$ cat src/rtl/intra_mb_pred_parser.sv
// -----------------------------------------------------------------------------
// intra_mb_pred_parser
//
// Parses the mb_pred() syntax of an intra macroblock straight out of the
// bitstream buffer window. For I_NxN macroblocks it walks the 16 luma 4x4
// blocks, presenting prev_intra4x4_pred_mode_flag and (when the flag is 0)
// rem_intra4x4_pred_mode to the downstream Intra4x4 mode decoder one block
// at a time. It then decodes intra_chroma_pred_mode (ue(v)). I16x16
// macroblocks only parse the chroma mode. The number of bits consumed in
// each cycle is reported on pc_advance for the bitstream pointer logic.
//
// State | meaning
// ------+-------------------------------------------------------------
//   0   | idle: waiting for start
//   1   | prev_intra4x4_pred_mode_flag of block luma4x4BlkIdx on window
//   2   | rem_intra4x4_pred_mode of block luma4x4BlkIdx on window
//   3   | intra_chroma_pred_mode ue(v) on window
//   4   | mb_pred done pulse
//   5   | wait for bits_avail, then resume at the recorded state
//
// Ports:
//   clk, reset_n                 clock, synchronous active-low reset
//   start                        one-cycle pulse, begin mb_pred of current MB
//   mb_is_I4x4                   1: I_NxN, 0: I16x16 (sampled on start)
//   bits_avail                   window holds >=16 valid bits
//   BitStream_buffer_output      window, MSB is the next bit
//   mb_pred_state                registered state code (table above)
//   luma4x4BlkIdx                registered current 4x4 block index
//   prev_intra4x4_pred_mode_flag window[15] in state 1, else 0
//   rem_intra4x4_pred_mode       window[15:13] in state 2, else 0
//   intra_chroma_pred_mode       registered decoded chroma mode
//   pc_advance                   bits consumed this cycle
//   mb_pred_done                 high in state 4
//   mb_pred_error                pulse on illegal chroma code
// -----------------------------------------------------------------------------
module intra_mb_pred_parser (
  input  logic        clk,
  input  logic        reset_n,
  input  logic        start,
  input  logic        mb_is_I4x4,
  input  logic        bits_avail,
  input  logic [15:0] BitStream_buffer_output,
  output logic [2:0]  mb_pred_state,
  output logic [3:0]  luma4x4BlkIdx,
  output logic        prev_intra4x4_pred_mode_flag,
  output logic [2:0]  rem_intra4x4_pred_mode,
  output logic [1:0]  intra_chroma_pred_mode,
  output logic [2:0]  pc_advance,
  output logic        mb_pred_done,
  output logic        mb_pred_error
);

  typedef enum logic [2:0] {
    S_IDLE   = 3'd0,
    S_PREV   = 3'd1,
    S_REM    = 3'd2,
    S_CHROMA = 3'd3,
    S_DONE   = 3'd4,
    S_WAIT   = 3'd5
  } state_t;

  state_t     state, state_nxt;
  state_t     ret_state, ret_state_nxt;
  state_t     target;
  logic       go;
  logic [3:0] blk, blk_nxt;
  logic [1:0] chroma, chroma_nxt;

  // ue(v) decode of the chroma mode from the top five window bits
  logic [4:0] code;
  logic [1:0] dec_mode;
  logic [2:0] dec_pc;
  logic       dec_err;

  // only the top five window bits are ever inspected
  logic unused_window_bits;
  assign unused_window_bits = ^BitStream_buffer_output[10:0];

  assign code = BitStream_buffer_output[15:11];

  always_comb begin
    dec_mode = 2'd0;
    dec_pc   = 3'd5;
    dec_err  = 1'b0;
    if (code[4]) begin
      dec_mode = 2'd0;
      dec_pc   = 3'd1;
    end else if (code[3]) begin
      dec_mode = code[2] ? 2'd2 : 2'd1;
      dec_pc   = 3'd3;
    end else if (code == 5'b00100) begin
      dec_mode = 2'd3;
      dec_pc   = 3'd5;
    end else begin
      dec_err  = 1'b1;
    end
  end

  always_ff @(posedge clk) begin
    if (!reset_n) begin
      state     <= S_IDLE;
      ret_state <= S_IDLE;
      blk       <= 4'd0;
      chroma    <= 2'd0;
    end else begin
      state     <= state_nxt;
      ret_state <= ret_state_nxt;
      blk       <= blk_nxt;
      chroma    <= chroma_nxt;
    end
  end

  always_comb begin
    state_nxt                    = state;
    ret_state_nxt                = ret_state;
    blk_nxt                      = blk;
    chroma_nxt                   = chroma;
    target                       = S_IDLE;
    go                           = 1'b0;
    pc_advance                   = 3'd0;
    prev_intra4x4_pred_mode_flag = 1'b0;
    rem_intra4x4_pred_mode       = 3'd0;
    mb_pred_done                 = 1'b0;
    mb_pred_error                = 1'b0;

    case (state)
      S_IDLE: begin
        if (start) begin
          blk_nxt = 4'd0;
          target  = mb_is_I4x4 ? S_PREV : S_CHROMA;
          go      = 1'b1;
        end
      end
      S_PREV: begin
        pc_advance                   = 3'd1;
        prev_intra4x4_pred_mode_flag = BitStream_buffer_output[15];
        go                           = 1'b1;
        if (!BitStream_buffer_output[15]) begin
          target = S_REM;
        end else if (blk != 4'd15) begin
          blk_nxt = blk + 4'd1;
          target  = S_PREV;
        end else begin
          target  = S_CHROMA;
        end
      end
      S_REM: begin
        pc_advance             = 3'd3;
        rem_intra4x4_pred_mode = BitStream_buffer_output[15:13];
        go                     = 1'b1;
        if (blk != 4'd15) begin
          blk_nxt = blk + 4'd1;
          target  = S_PREV;
        end else begin
          target  = S_CHROMA;
        end
      end
      S_CHROMA: begin
        pc_advance    = dec_pc;
        mb_pred_error = dec_err;
        chroma_nxt    = dec_mode;
        state_nxt     = S_DONE;
      end
      S_DONE: begin
        mb_pred_done = 1'b1;
        blk_nxt      = 4'd0;
        state_nxt    = S_IDLE;
      end
      S_WAIT: begin
        if (bits_avail) begin
          state_nxt = ret_state;
        end
      end
      default: begin
        state_nxt = S_IDLE;
      end
    endcase

    // entry into any window-reading state needs a full window; the block
    // index was already advanced above, so the wait state only needs the
    // destination to resume without repeating a block
    if (go) begin
      if (bits_avail) begin
        state_nxt = target;
      end else begin
        state_nxt     = S_WAIT;
        ret_state_nxt = target;
      end
    end
  end

  assign mb_pred_state          = state;
  assign luma4x4BlkIdx          = blk;
  assign intra_chroma_pred_mode = chroma;

endmodule

$ cat config.mk
export PLATFORM = sky130hd
export DESIGN_NAME = intra_mb_pred_parser
export DESIGN_NICKNAME = d
export VERILOG_FILES = /design/src/rtl/intra_mb_pred_parser.sv
export SDC_FILE = /design/constraint.sdc
export NUM_CORES = 1
export LEC_CHECK = 0
export ABC_AREA = 1
export BUFFER_PORTS_ARGS = -buffer_cell sky130_fd_sc_hd__buf_2
export CAP_MARGIN = 20
export CORE_ASPECT_RATIO = 0.9
export CORE_UTILIZATION = 40
export DETAILED_ROUTE_END_ITERATION = 10
export GPL_ROUTABILITY_DRIVEN = 0
export PLACE_DENSITY_LB_ADDON = 0.1
export RECOVER_POWER = 50
export SYNTH_ARGS = -nofsm -noshare
export SYNTH_HDL_FRONTEND = slang
export SYNTH_SLANG_ARGS = --single-unit
export TNS_END_PERCENT = 30
$ cat constraint.sdc
create_clock -name clk -period 3.5 [get_ports clk]
set_input_delay 0.175 -clock clk [delete_from_list [all_inputs] [get_ports clk]]
set_output_delay 0.175 -clock clk [all_outputs]
set_load 0.005 [all_outputs]
==> results of run 1 <==
==> power breakdown <==
| part | total [mW] | switching [mW] | leakage [nW] | internal [mW] |
|---|---|---|---|---|
| Sequential | 0.177 | 0.0308 | 0.0899 | 0.146 |
| Clock | 0.0919 | 0.0496 | 0.0177 | 0.0423 |
| Combinational | 0.213 | 0.132 | 0.408 | 0.0801 |
==> placed cells by master, fill, tap and decap left out, drive strengths merged <==
| master | count |
|---|---|
| nand3b | 1 |
| ha | 1 |
| dfxtp | 11 |
| a21oi | 7 |
| clkinv | 1 |
| nand3 | 18 |
| nand2 | 28 |
| o21ai | 6 |
| buf | 25 |
| nor3 | 3 |
| xnor2 | 1 |
| inv | 20 |
| o22ai | 1 |
| clkbuf | 5 |
| nand4 | 1 |
| nor2 | 27 |
==> cell families (layout without fill, tap and decap cells) <==
kind of cell,after synthesis,count (layout),synth area share
AOI/OAI and AO/OA,14,14,0.0982
xor gates and xnor gates,1,1,0.0115
DFF,11,11,0.288
buffers and inverters,20,51,0.0982
and+or+nand+nor,78,78,0.488
adders and majority gates,1,1,0.0164
==> final cells by class <==
| cell class | instances | area, um2 |
|---|---|---|
| flip-flops and latches | 11 | 220 |
| clock buffers | 3 | 22.5 |
| clock inverters | 1 | 5.00 |
| well taps | 24 | 30.0 |
| multi-input cells | 94 | 462 |
| inverters | 20 | 75.1 |
| fillers | 199 | 787 |
| repair buffers | 27 | 133 |
==> routing by layer <==
metal	vias up	routed length, um	track usage
met3	2	101	0.0375
met2	26	750	0.257
li1	464	-	-
met5	-	0	0
met4	0	10	0.0833
met1	363	916	0.271
==> worst max-delay path, stage by stage, from the launching register on <==
cell and delay (ns):
sky130_fd_sc_hd__dfxtp_1 0.38, sky130_fd_sc_hd__inv_1 0.29, sky130_fd_sc_hd__nand3_2 0.17, sky130_fd_sc_hd__nor2_1 0.25, sky130_fd_sc_hd__inv_2 0.07, sky130_fd_sc_hd__nor3_1 0.17
sky130_fd_sc_hd__buf_2 0.13
==> sequential cells by signal (all words and copies together), names as in the netlist <==
signal,flops
mb_pred_state,3
luma4x4BlkIdx,4
ret_state,2
intra_chroma_pred_mode,2
==> final timing paths <==
check | startpoint | to | slack [ns] | cells past startpoint
worst min-delay path | bits_avail | mb_pred_state[1] | 0.17 | 3
worst max register to register | mb_pred_state[2] | luma4x4BlkIdx[3] | 2.05 | 6
worst max-delay path | mb_pred_state[2] | mb_pred_error | 1.59 | 6
worst min register to register | intra_chroma_pred_mode[1] | intra_chroma_pred_mode[1] | 0.47 | 2
==> stage by stage <==
stage	total power, mW	utilization	instances	instance area (um2)
final	0.481	0.546	180	947
after global routing	0.524	0.546	180	947
after detailed placement	0.395	0.536	176	930
after floorplan	0.327	-	125	764
after global placement	0.392	0.536	176	930
after CTS	0.489	0.552	180	957
==> impl_summary.log, run 1 <==
INFO  metric route.final.wire_length = around 1800 um
INFO  metric top_ports = 39
INFO  metric powerDensity = ~500 nW/um2
INFO  metric clk-insertion-delay-late = approximately 0.28 ns
INFO  metric synth-edff-count = 0
INFO  metric critical_path.max_fanout = 9
INFO  metric synth_top_area_cell = sky130_fd_sc_hd__dfxtp_1
INFO  metric areaGrowthSynthToFinish = 23.9%
INFO  metric synth_area = around 760 um2
INFO  metric wire_length_of_the_first_global_routing_pass = about 2700 um
INFO  metric skew = ~0.011 ns
INFO  metric chipWidth = just under 50 um
INFO  metric route.detailed.drc = 0
INFO  metric post-cts-setup-buffer-count = 0
INFO  metric clockRootBuffer = sky130_fd_sc_hd__clkbuf_4
INFO  metric grt_antenna_before_repair = 0
INFO  metric seq_area_frac_synth = 0.288
INFO  metric detail-route-antenna-nets = 0
INFO  metric via_per_inst = 4.75
INFO  metric startpoint_type = flip-flop
INFO  metric syn_nets = ~150
INFO  metric outcome = finished, final reports clean
INFO  metric period_minus_slack = roughly 1.9 ns
INFO  metric slew-limit-headroom = 0.761
INFO  metric crit_path_end_kind = output pin
INFO  metric cts.clk_slew.worst_paths = roughly 0.090 ns
INFO  metric maxCapViolCount = 0
INFO  metric pin_count_of_the_biggest_net_entering_global_routing = 10
INFO  metric cts-root-to-sink-buffers = 2
INFO  metric post_route_cells_drive_above_1_share = 0.276
INFO  metric clkSinkCount = 11
INFO  metric synth_most_common_cell = sky130_fd_sc_hd__nand2_1
INFO  metric overflow = 0
INFO  metric setup.worst_path.class = reg2out
INFO  metric finalCritPeriodShare = 0.546
INFO  metric rsz0062_at_grt = no
INFO  metric num_rows = 14
INFO  metric layout_setup_ws = 1.59 ns
INFO  metric synth_top_cells_by_area = sky130_fd_sc_hd__dfxtp_1 (29%), sky130_fd_sc_hd__nand2_1 (12%), sky130_fd_sc_hd__nor2_1 (11%), sky130_fd_sc_hd__nand3_1 (9.2%), sky130_fd_sc_hd__inv_1 (7.4%)
INFO  metric final.hold.worst_slack = around 0.17 ns
INFO  metric pre_cts_slack = approximately 2.1 ns
INFO  metric cts_repair_resize_count = 0
INFO  metric total_leakage_power = slightly above 0.5 nW
INFO  metric design.final.nets = ~180
INFO  metric class_of_the_tightest_hold_or_removal_check = in2reg
INFO  metric vdd_ir_drop_max = 0.291 mV
INFO  metric flip_flop_cell_with_the_highest_count_after_synthesis = sky130_fd_sc_hd__dfxtp_1
INFO  metric timing.critical_path.required = 3.32 ns
INFO  metric antennaDiodeCount = 0
INFO  metric syn_avg_cell_area = about 6.1 um2
INFO  metric start_util = 0.441
INFO  metric grt.total_usage = 0.185
INFO  metric yosys_warnings = 0
INFO  metric detailedPlacementHpwl = roughly 1400 um
INFO  metric cts_max_level = 1
INFO  metric worst_slew_pin_tran = roughly 0.36 ns
INFO  metric arrival_time_reported_for_the_critical_path_endpoint = ~1.7 ns
INFO  metric synth_common_cells = sky130_fd_sc_hd__nand2_1 (25), sky130_fd_sc_hd__nor2_1 (23), sky130_fd_sc_hd__inv_1 (15), sky130_fd_sc_hd__nand3_1 (14), sky130_fd_sc_hd__dfxtp_1 (11)
INFO  metric floorplan.die.height = around 43 um
INFO  metric vias = 855
INFO  metric post_cts_hold_buffer_count = 0
INFO  metric detail_route.iter0.violations = 26
INFO  metric wl_per_cell = roughly 10 um
INFO  metric number_of_buffers_inserted_during_clock_tree_synthesis = 3
INFO  metric setup-violations-final = 0
INFO  metric maximum_achievable_frequency = around 0.52 GHz
INFO  metric final-hold-violation-count = 0
INFO  metric syn_inst = 125
INFO  metric synthDominantCellAreaShare = 0.288
INFO  metric ffs_w_async_s_r_synth = 0
INFO  metric synth.ff_latch_count = 11
INFO  metric grt_pass1_vias = around 620
INFO  metric tritoncts = yes
INFO  metric synth.lib_cells_used.distinct = 21
INFO  metric drt_first_pass_iters = 6
INFO  metric core_region_area = roughly 1700 um2
INFO  metric place.port_buffers = 27
INFO  metric dieArea = 2090 um2
INFO  metric final-max-slew-violation-count = 0
INFO  metric fin_tns_setup = 0 ns
No activity file was read; power rests on OpenSTA's default activity.
==> run 2, diff against run 1 <==
==> constraint.sdc (replaced) <==
create_clock -name clk -period 1.6 [get_ports clk]
set_input_delay 0.08 -clock clk [delete_from_list [all_inputs] [get_ports clk]]
set_output_delay 0.08 -clock clk [all_outputs]
set_load 0.005 [all_outputs]
==> run 2 against run 1 <==
Net effect: cell count stayed put; clock skew fell by 0.0047 ns; critical path depth unchanged; combinational power grew 120%.
==> impl_summary.log, run 2 (synthesis gave the netlist of run 1 again) <==
INFO  metric arrival_time_reported_for_the_critical_path_endpoint = 1.39 ns (-0.35 ns)
INFO  metric fin_tns_setup = 0 ns (unchanged)
INFO  metric setup.worst_path.class = reg2out
INFO  metric slew-limit-headroom = 0.756 (-0.00452)
INFO  metric grt.total_usage = 0.189 (+0.00397)
INFO  metric route.detailed.drc = 0 (unchanged)
INFO  metric startpoint_type = flip-flop
INFO  metric core_region_area = 1730 um2 (unchanged)
INFO  metric detail-route-antenna-nets = 0 (unchanged)
INFO  metric place.port_buffers = 27 (unchanged)
INFO  metric floorplan.die.height = 43.5 um (unchanged)
INFO  metric multi_input_comb_area = 469 um2 (+1.6%)
INFO  metric overflow = 0 (unchanged)
INFO  metric num_rows = 14 (unchanged)
INFO  metric cts.clk_slew.worst_paths = 0.07 ns (-0.02 ns)
INFO  metric via_per_inst = 4.79 (+0.82%)
INFO  metric vdd_ir_drop_max = 0.839 mV (+190%)
INFO  metric grt_antenna_before_repair = 0 (unchanged)
INFO  metric post_route_cells_drive_above_1_share = 0.314 (+0.0385)
INFO  metric final-max-slew-violation-count = 0 (unchanged)
INFO  metric detailedPlacementHpwl = 1370 um (-1.4%)
INFO  metric dieArea = 2090 um2 (unchanged)
INFO  metric final.fill_count = 182 (-8.5%)
INFO  metric maxCapViolCount = 0 (unchanged)
INFO  metric post_cts_hold_buffer_count = 0 (unchanged)
INFO  metric worst_path_largest_cell_delay = 0.37 ns (about the same)
INFO  metric tritoncts = yes
INFO  metric finalCritPeriodShare = 0.920
INFO  metric largest_register_ff_count = 4 (unchanged)
INFO  metric start_util = 0.441 (unchanged)
INFO  metric skew = 0.00635 ns (-0.00472 ns)
INFO  metric clk-insertion-delay-late = 0.28 ns (about the same)
INFO  metric design.final.nets = 179 (unchanged)
INFO  metric critical-path-slowest-cell = sky130_fd_sc_hd__dfxtp_2
INFO  metric crit_path_end_kind = output pin
INFO  metric grt_pass1_vias = 645 (+3.9%)
INFO  metric cts_max_level = 1 (unchanged)
INFO  metric total_leakage_power = 0.523 nW (+1.4%)
INFO  metric detail_route.iter0.violations = 16 (-38%)
INFO  metric path_cells = inv_4 -> nand3_2 -> nor2_4 -> inv_2 -> nor3_1 -> buf_2
INFO  metric drt_first_pass_iters = 4 (-2)
INFO  metric top_ports = 39 (unchanged)
INFO  metric powerDensity = 1100 nW/um2 (+120%)
INFO  metric route.final.wire_length = 1750 um (-1.5%)
INFO  metric wl_per_cell = 9.74 um (-1.5%)
INFO  metric finalCoreUtilization = 0.555 (+0.00866)
INFO  metric pin_count_of_the_biggest_net_entering_global_routing = 10 (unchanged)
INFO  metric post-cts-setup-buffer-count = 0 (unchanged)
INFO  metric final-hold-violation-count = 0 (unchanged)
INFO  metric wire_length_of_the_first_global_routing_pass = 2750 um (+3.1%)
INFO  metric chipWidth = 48.1 um (unchanged)
INFO  metric vias = 862 (+0.82%)
INFO  metric clkSinkCount = 11 (unchanged)
INFO  metric reg_area = 224 um2 (+1.7%)
INFO  metric clockRootBuffer = sky130_fd_sc_hd__clkbuf_4
INFO  metric critical_path.max_fanout = 9 (unchanged)
INFO  metric layout_commonest_cell = sky130_fd_sc_hd__buf_2
INFO  metric rsz0062_at_grt = no
INFO  metric areaGrowthSynthToFinish = 25.9%
INFO  metric antennaDiodeCount = 0 (unchanged)
INFO  metric worst_slew_pin_tran = 0.364 ns (+0.00676 ns)
INFO  metric cts-root-to-sink-buffers = 2 (unchanged)
INFO  metric class_of_the_tightest_hold_or_removal_check = in2reg
INFO  metric timing.critical_path.required = 1.52 ns (-1.80 ns)
INFO  metric period_minus_slack = between 1 and 1.5 ns
INFO  metric outcome = finished, final reports clean
INFO  metric cts_repair_resize_count = 1 (+1)
INFO  metric most-common-layout-cells = sky130_fd_sc_hd__buf_2 (27), sky130_fd_sc_hd__nand2_1 (26), sky130_fd_sc_hd__nor2_1 (24), sky130_fd_sc_hd__inv_1 (15), sky130_fd_sc_hd__nand3_1 (14)
INFO  metric number_of_buffers_inserted_during_clock_tree_synthesis = 3 (unchanged)
INFO  metric maximum_achievable_frequency = between 0.6 and 0.7 GHz
INFO  metric setup-violations-final = 0 (unchanged)
## run 2: changes by cell type in the layout (fill, tap and decap cells not counted), moves of 2 or more
cell                      before  now
sky130_fd_sc_hd__buf_2        25   27
sky130_fd_sc_hd__nor2_1       26   24
sky130_fd_sc_hd__dfxtp_2       0    3
sky130_fd_sc_hd__dfxtp_1      11    8
## run 2: through the flow
step / cell area, um2 / power (mW) / hold WS [ns] / setup slack (ns) / instances
2_1_floorplan: 764 / 0.716 / 0.178 / 0.396 / 125
3_3_place_gp: 930 / 0.859 / 0.369 / 0.278 / 176
3_5_place_dp: 930 / 0.862 / 0.371 / 0.252 / 176
4_1_cts: 958 / 1.07 / 0.0724 / 0.0120 / 180
5_1_grt: 962 / 1.16 / 0.0765 / 0.0372 / 180
6_report: 962 / 1.06 / 0.0799 / 0.128 / 180
## run 2: layout make-up
| type | count | share of cell area |
|---|---|---|
| clock buffer | 4 | 0.0273 |
| inverter | 20 | 0.0806 |
| multi-input combinational | 94 | 0.488 |
| sequential | 11 | 0.233 |
| tap | 24 | 0.0312 |
| timing repair buffer | 27 | 0.140 |
## run 2: worst max-delay path, delay by kind of cell (launching register included)
| kind | cells | cell delay (ns) |
|---|---|---|
| AND/OR/NAND/NOR | 3 | 0.43 |
| buffers and inverters | 3 | 0.30 |
| flip-flops | 1 | 0.37 |
## run 2: routing by layer
metal	part of all wire	vias to the layer above	track usage
li1	-	461	-
met1	0.49	360	0.275
met2	0.43	39	0.265
met3	0.083	2	0.0750
met4	0.0011	0	0.0333
met5	0	-	0
## run 2: worst paths after layout
check                                          startpoint                         to  slack [ns]  cells after the start
worst max-delay path                     mb_pred_state[2]              mb_pred_error        0.13                      6
worst min-delay path                           bits_avail           mb_pred_state[1]        0.08                      3
worst max register to register           luma4x4BlkIdx[0]           luma4x4BlkIdx[2]        0.20                      6
worst min register to register  intra_chroma_pred_mode[1]  intra_chroma_pred_mode[1]        0.47                      2
## run 2: where the power goes
| group | switching, mW | internal [mW] | total (mW) |
|---|---|---|---|
| Clock | 0.0986 | 0.0967 | 0.195 |
| Sequential | 0.0681 | 0.324 | 0.392 |
| Combinational | 0.293 | 0.179 | 0.472 |
| Total | 0.460 | 0.600 | 1.06 |
==> run 3, diff against run 2 <==
--- a/config.mk
+++ b/config.mk
@@ -5,7 +5,6 @@
 export SDC_FILE = /design/constraint.sdc
 export NUM_CORES = 1
 export LEC_CHECK = 0
-export ABC_AREA = 1
 export BUFFER_PORTS_ARGS = -buffer_cell sky130_fd_sc_hd__buf_2
 export CAP_MARGIN = 20
 export CORE_ASPECT_RATIO = 0.9
==> run 3 against run 2 <==
Net effect: area after synthesis grew 15%; sequential power shrank 23%; global-route usage grew 3.0 points; via count up 2.6%; cell count fell by 13%; register-to-register slack got worse by 0.06 ns; design area up 13%; first-iteration DRC count decreased by 6.3%; fmax decreased by 0.76%; critical path type unchanged; largest power group is now registers.
==> impl_summary.log, run 3 <==
INFO  metric outcome = finished, final reports clean
INFO  metric total_leakage_power = 0.497 nW (-4.9%)
INFO  metric synthDominantCellAreaShare = 0.251 (-0.0370)
INFO  metric grt.total_usage = 0.219 (+0.0303)
INFO  metric period_minus_slack = 1.48 ns (+0.0112 ns)
INFO  metric power.clock.fraction = 0.295 (+0.111)
INFO  metric arrival_time_reported_for_the_critical_path_endpoint = 1.40 ns (about the same)
INFO  metric switching_part_of_the_total = 0.320 (-0.114)
INFO  metric num_rows = 15 (+1)
INFO  metric grt_antenna_before_repair = 0 (unchanged)
INFO  metric p_seq_frac = 0.441 (+0.071)
INFO  metric synth_most_common_cell = sky130_fd_sc_hd__dfxtp_1
INFO  metric total_power_after_layout = 0.687 mW (-35%)
INFO  metric final-hold-violation-count = 0 (unchanged)
INFO  metric synth-edff-count = 0 (unchanged)
INFO  metric clkSinkCount = 11 (unchanged)
INFO  metric skew = 0.000931 ns (-0.00542 ns)
INFO  metric synth_top_area_cell = sky130_fd_sc_hd__dfxtp_1
INFO  metric post_route_cells_drive_above_1_share = 0.351 (+0.0370)
INFO  metric vdd_ir_drop_max = 0.391 mV (-53%)
INFO  metric post-cts-setup-buffer-count = 0 (unchanged)
INFO  metric final-max-slew-violation-count = 0 (unchanged)
INFO  metric core_region_area = 1990 um2 (+15%)
INFO  metric worst_slew_pin_tran = 0.542 ns (+0.179 ns)
INFO  metric drt_first_pass_iters = 4 (unchanged)
INFO  metric ffs_w_async_s_r_synth = 0 (unchanged)
INFO  metric powerDensity = 633 nW/um2 (-42%)
INFO  metric number_of_buffers_inserted_during_clock_tree_synthesis = 3 (unchanged)
INFO  metric startpoint_type = flip-flop
INFO  metric flip_flop_cell_with_the_highest_count_after_synthesis = sky130_fd_sc_hd__dfxtp_1
INFO  metric design.final.nets = 154 (-14%)
INFO  metric grt_pass1_vias = 795 (+23%)
INFO  metric tritoncts = yes
INFO  metric areaGrowthSynthToFinish = 23.7%
INFO  metric min-delay-start = bits_avail
INFO  metric wl_per_cell = 14.1 um (+45%)
INFO  metric timing.reg2reg.setup_slack = 0.14 ns (-0.06 ns)
INFO  metric via_per_inst = 5.67 (+18%)
INFO  metric cts.clk_slew.worst_paths = 0.08 ns (about the same)
INFO  metric synth_area = 877 um2 (+15%)
INFO  metric most-common-layout-cells = sky130_fd_sc_hd__buf_2 (24), sky130_fd_sc_hd__dfxtp_1 (9), sky130_fd_sc_hd__o211ai_1 (8)
INFO  metric regToRegEndpoint = luma4x4BlkIdx[2]
INFO  metric power.net_switching = 0.220 mW (-52%)
INFO  metric floorplan.die.height = 46.4 um (+6.8%)
INFO  metric internal_power = 0.467 mW (-22%)
INFO  metric timing.critical_path.required = 1.52 ns (about the same)
INFO  metric setup-violations-final = 0 (unchanged)
INFO  metric class_of_the_tightest_hold_or_removal_check = in2reg
INFO  metric top_ports = 39 (unchanged)
INFO  metric synth.ff_latch_count = 11 (unchanged)
INFO  metric dieArea = 2380 um2 (+14%)
INFO  metric synth_top_cells_by_area = sky130_fd_sc_hd__dfxtp_1 (25%), sky130_fd_sc_hd__o211ai_1 (6.8%), sky130_fd_sc_hd__mux2i_1 (5.7%), sky130_fd_sc_hd__nand3b_4 (4.6%), sky130_fd_sc_hd__a21oi_1 (3.4%)
INFO  metric detail-route-antenna-nets = 0 (unchanged)
INFO  metric crit_path_end_kind = output pin
INFO  metric fin_tns_setup = 0 ns (unchanged)
INFO  metric final.fill_count = 224 (+23%)
INFO  metric chipWidth = 51.4 um (+6.8%)
INFO  metric route.detailed.drc = 0 (unchanged)
INFO  metric largest_register_ff_count = 4 (unchanged)
INFO  metric critical_path.max_fanout = 13 (+4)
INFO  metric pin_count_of_the_biggest_net_entering_global_routing = 14 (+4)
INFO  metric syn_avg_cell_area = 8.60 um2 (+41%)
INFO  metric slew-limit-headroom = 0.637 (-0.119)
INFO  metric ff2ff_path_depth = 4 (-2)
INFO  metric overflow = 0 (unchanged)
INFO  metric layout_commonest_cell = sky130_fd_sc_hd__buf_2
INFO  metric antennaDiodeCount = 0 (unchanged)
INFO  metric rr_startpoint = luma4x4BlkIdx[0]
INFO  metric whs_endpoint = mb_pred_state[2]
INFO  metric place.port_buffers = 27 (unchanged)
INFO  metric cts-root-to-sink-buffers = 2 (unchanged)
INFO  metric post_cts_hold_buffer_count = 0 (unchanged)
INFO  metric maximum_achievable_frequency = 0.674 GHz (-0.76%)
INFO  metric syn_nets = 124 (-16%)
INFO  metric rsz0062_at_grt = no
INFO  metric clk-insertion-delay-late = 0.27 ns (about the same)
INFO  metric vias = 884 (+2.6%)
INFO  metric combPwrFrac = 0.264 (-0.181)
INFO  metric min_path_cells = 3 (unchanged)
INFO  metric detail_route.iter0.violations = 15 (-1)
INFO  metric finalCritPeriodShare = 0.927 (+0.00700)
INFO  metric start_util = 0.441 (about the same)
INFO  metric seq_area_frac_synth = 0.251 (-0.0370)
INFO  metric maxCapViolCount = 0 (unchanged)
INFO  metric setup.worst_path.class = reg2out
INFO  metric cts_max_level = 1 (unchanged)
INFO  metric route.final.wire_length = 2200 um (+25%)
INFO  metric wire_length_of_the_first_global_routing_pass = 3730 um (+36%)
INFO  metric synth.lib_cells_used.distinct = 42 (+100%)
INFO  metric clockRootBuffer = sky130_fd_sc_hd__clkbuf_4
INFO  metric syn_inst = 102 (-18%)
INFO  metric detailedPlacementHpwl = 1590 um (+16%)
INFO  metric yosys_warnings = 0 (unchanged)
INFO  metric synth_common_cells = sky130_fd_sc_hd__dfxtp_1 (11), sky130_fd_sc_hd__o211ai_1 (8)
==> run 3: final cells by class <==
type	instances	area, um2	area share
clock buffer	4	26.3	0.0242
inverter	7	26.3	0.0242
multi-input combinational	77	609	0.562
sequential	11	223	0.205
tap	25	31.3	0.0288
timing repair buffer	32	169	0.156
==> run 3: cells by family (layout without fill, tap and decap cells) <==
kind of cell / Yosys count / in the layout / share of synthesized area
fa+ha+maj: 1 / 1 / 0.0143
flops: 11 / 11 / 0.251
buf+inv: 14 / 43 / 0.0770
simple gates: 39 / 39 / 0.320
compound gates: 31 / 31 / 0.271
mux: 5 / 5 / 0.0571
xor+xnor: 1 / 1 / 0.00999
==> run 3: worst max-delay path, stage by stage (launching register included) <==
cell,delay [ns]
sky130_fd_sc_hd__dfxtp_1,0.59
sky130_fd_sc_hd__nand3b_4,0.25
sky130_fd_sc_hd__nor3_2,0.05
sky130_fd_sc_hd__a21boi_1,0.12
sky130_fd_sc_hd__buf_2,0.12
==> run 3: per-stage QoR <==
stage	hold WS, ns	setup slack (ns)	utilization	std cells	area [um2]
final	0.185	0.117	0.545	156	1080
after floorplan	0.199	0.215	-	102	877
after global routing	0.172	0.0119	0.545	156	1080
after CTS	0.168	0.0134	0.538	156	1070
after detailed placement	0.442	0.123	0.523	152	1040
after global placement	0.437	0.142	0.523	152	1040
==> run 3: per-layer routing <==
layer  share of wire  track usage  routed length, um  vias to the layer above
met4          0.0055       0.0649                 12                        0
met2            0.43        0.343                955                       26
met1            0.51        0.288               1120                      415
met5               0            0                  0                        -
li1                -            -                  -                      441
met3           0.050       0.0693                110                        2
==> run 3: worst max path at each step <==
stage,startpoint,end,slack [ns],cells after the start
floorplan,luma4x4BlkIdx[0],luma4x4BlkIdx[2],0.21,4
finish,mb_pred_state[2],mb_pred_error,0.12,4
global placement,luma4x4BlkIdx[0],luma4x4BlkIdx[2],0.14,4
global route,luma4x4BlkIdx[0],luma4x4BlkIdx[2],0.01,4
CTS,mb_pred_state[0],mb_pred_error,0.01,5
detailed placement,mb_pred_state[1],intra_chroma_pred_mode[1],0.12,3
==> run 3: power by group through the flow <==
| stage | registers (mW) | clock network [mW] | logic [mW] |
|---|---|---|---|
| 5_1_grt | 0.306 | 0.237 | 0.198 |
| 6_report | 0.303 | 0.203 | 0.181 |
| 3_3_place_gp | 0.308 | 0 | 0.174 |
| 3_5_place_dp | 0.308 | 0 | 0.176 |
| 4_1_cts | 0.302 | 0.214 | 0.179 |
| 2_1_floorplan | 0.299 | 0 | 0.125 |
==> run 3: what timing repair did <==
item	CTS	global route
endpoints found under the setup margin	2	2
gates cloned	0	0
resized for setup	2	4
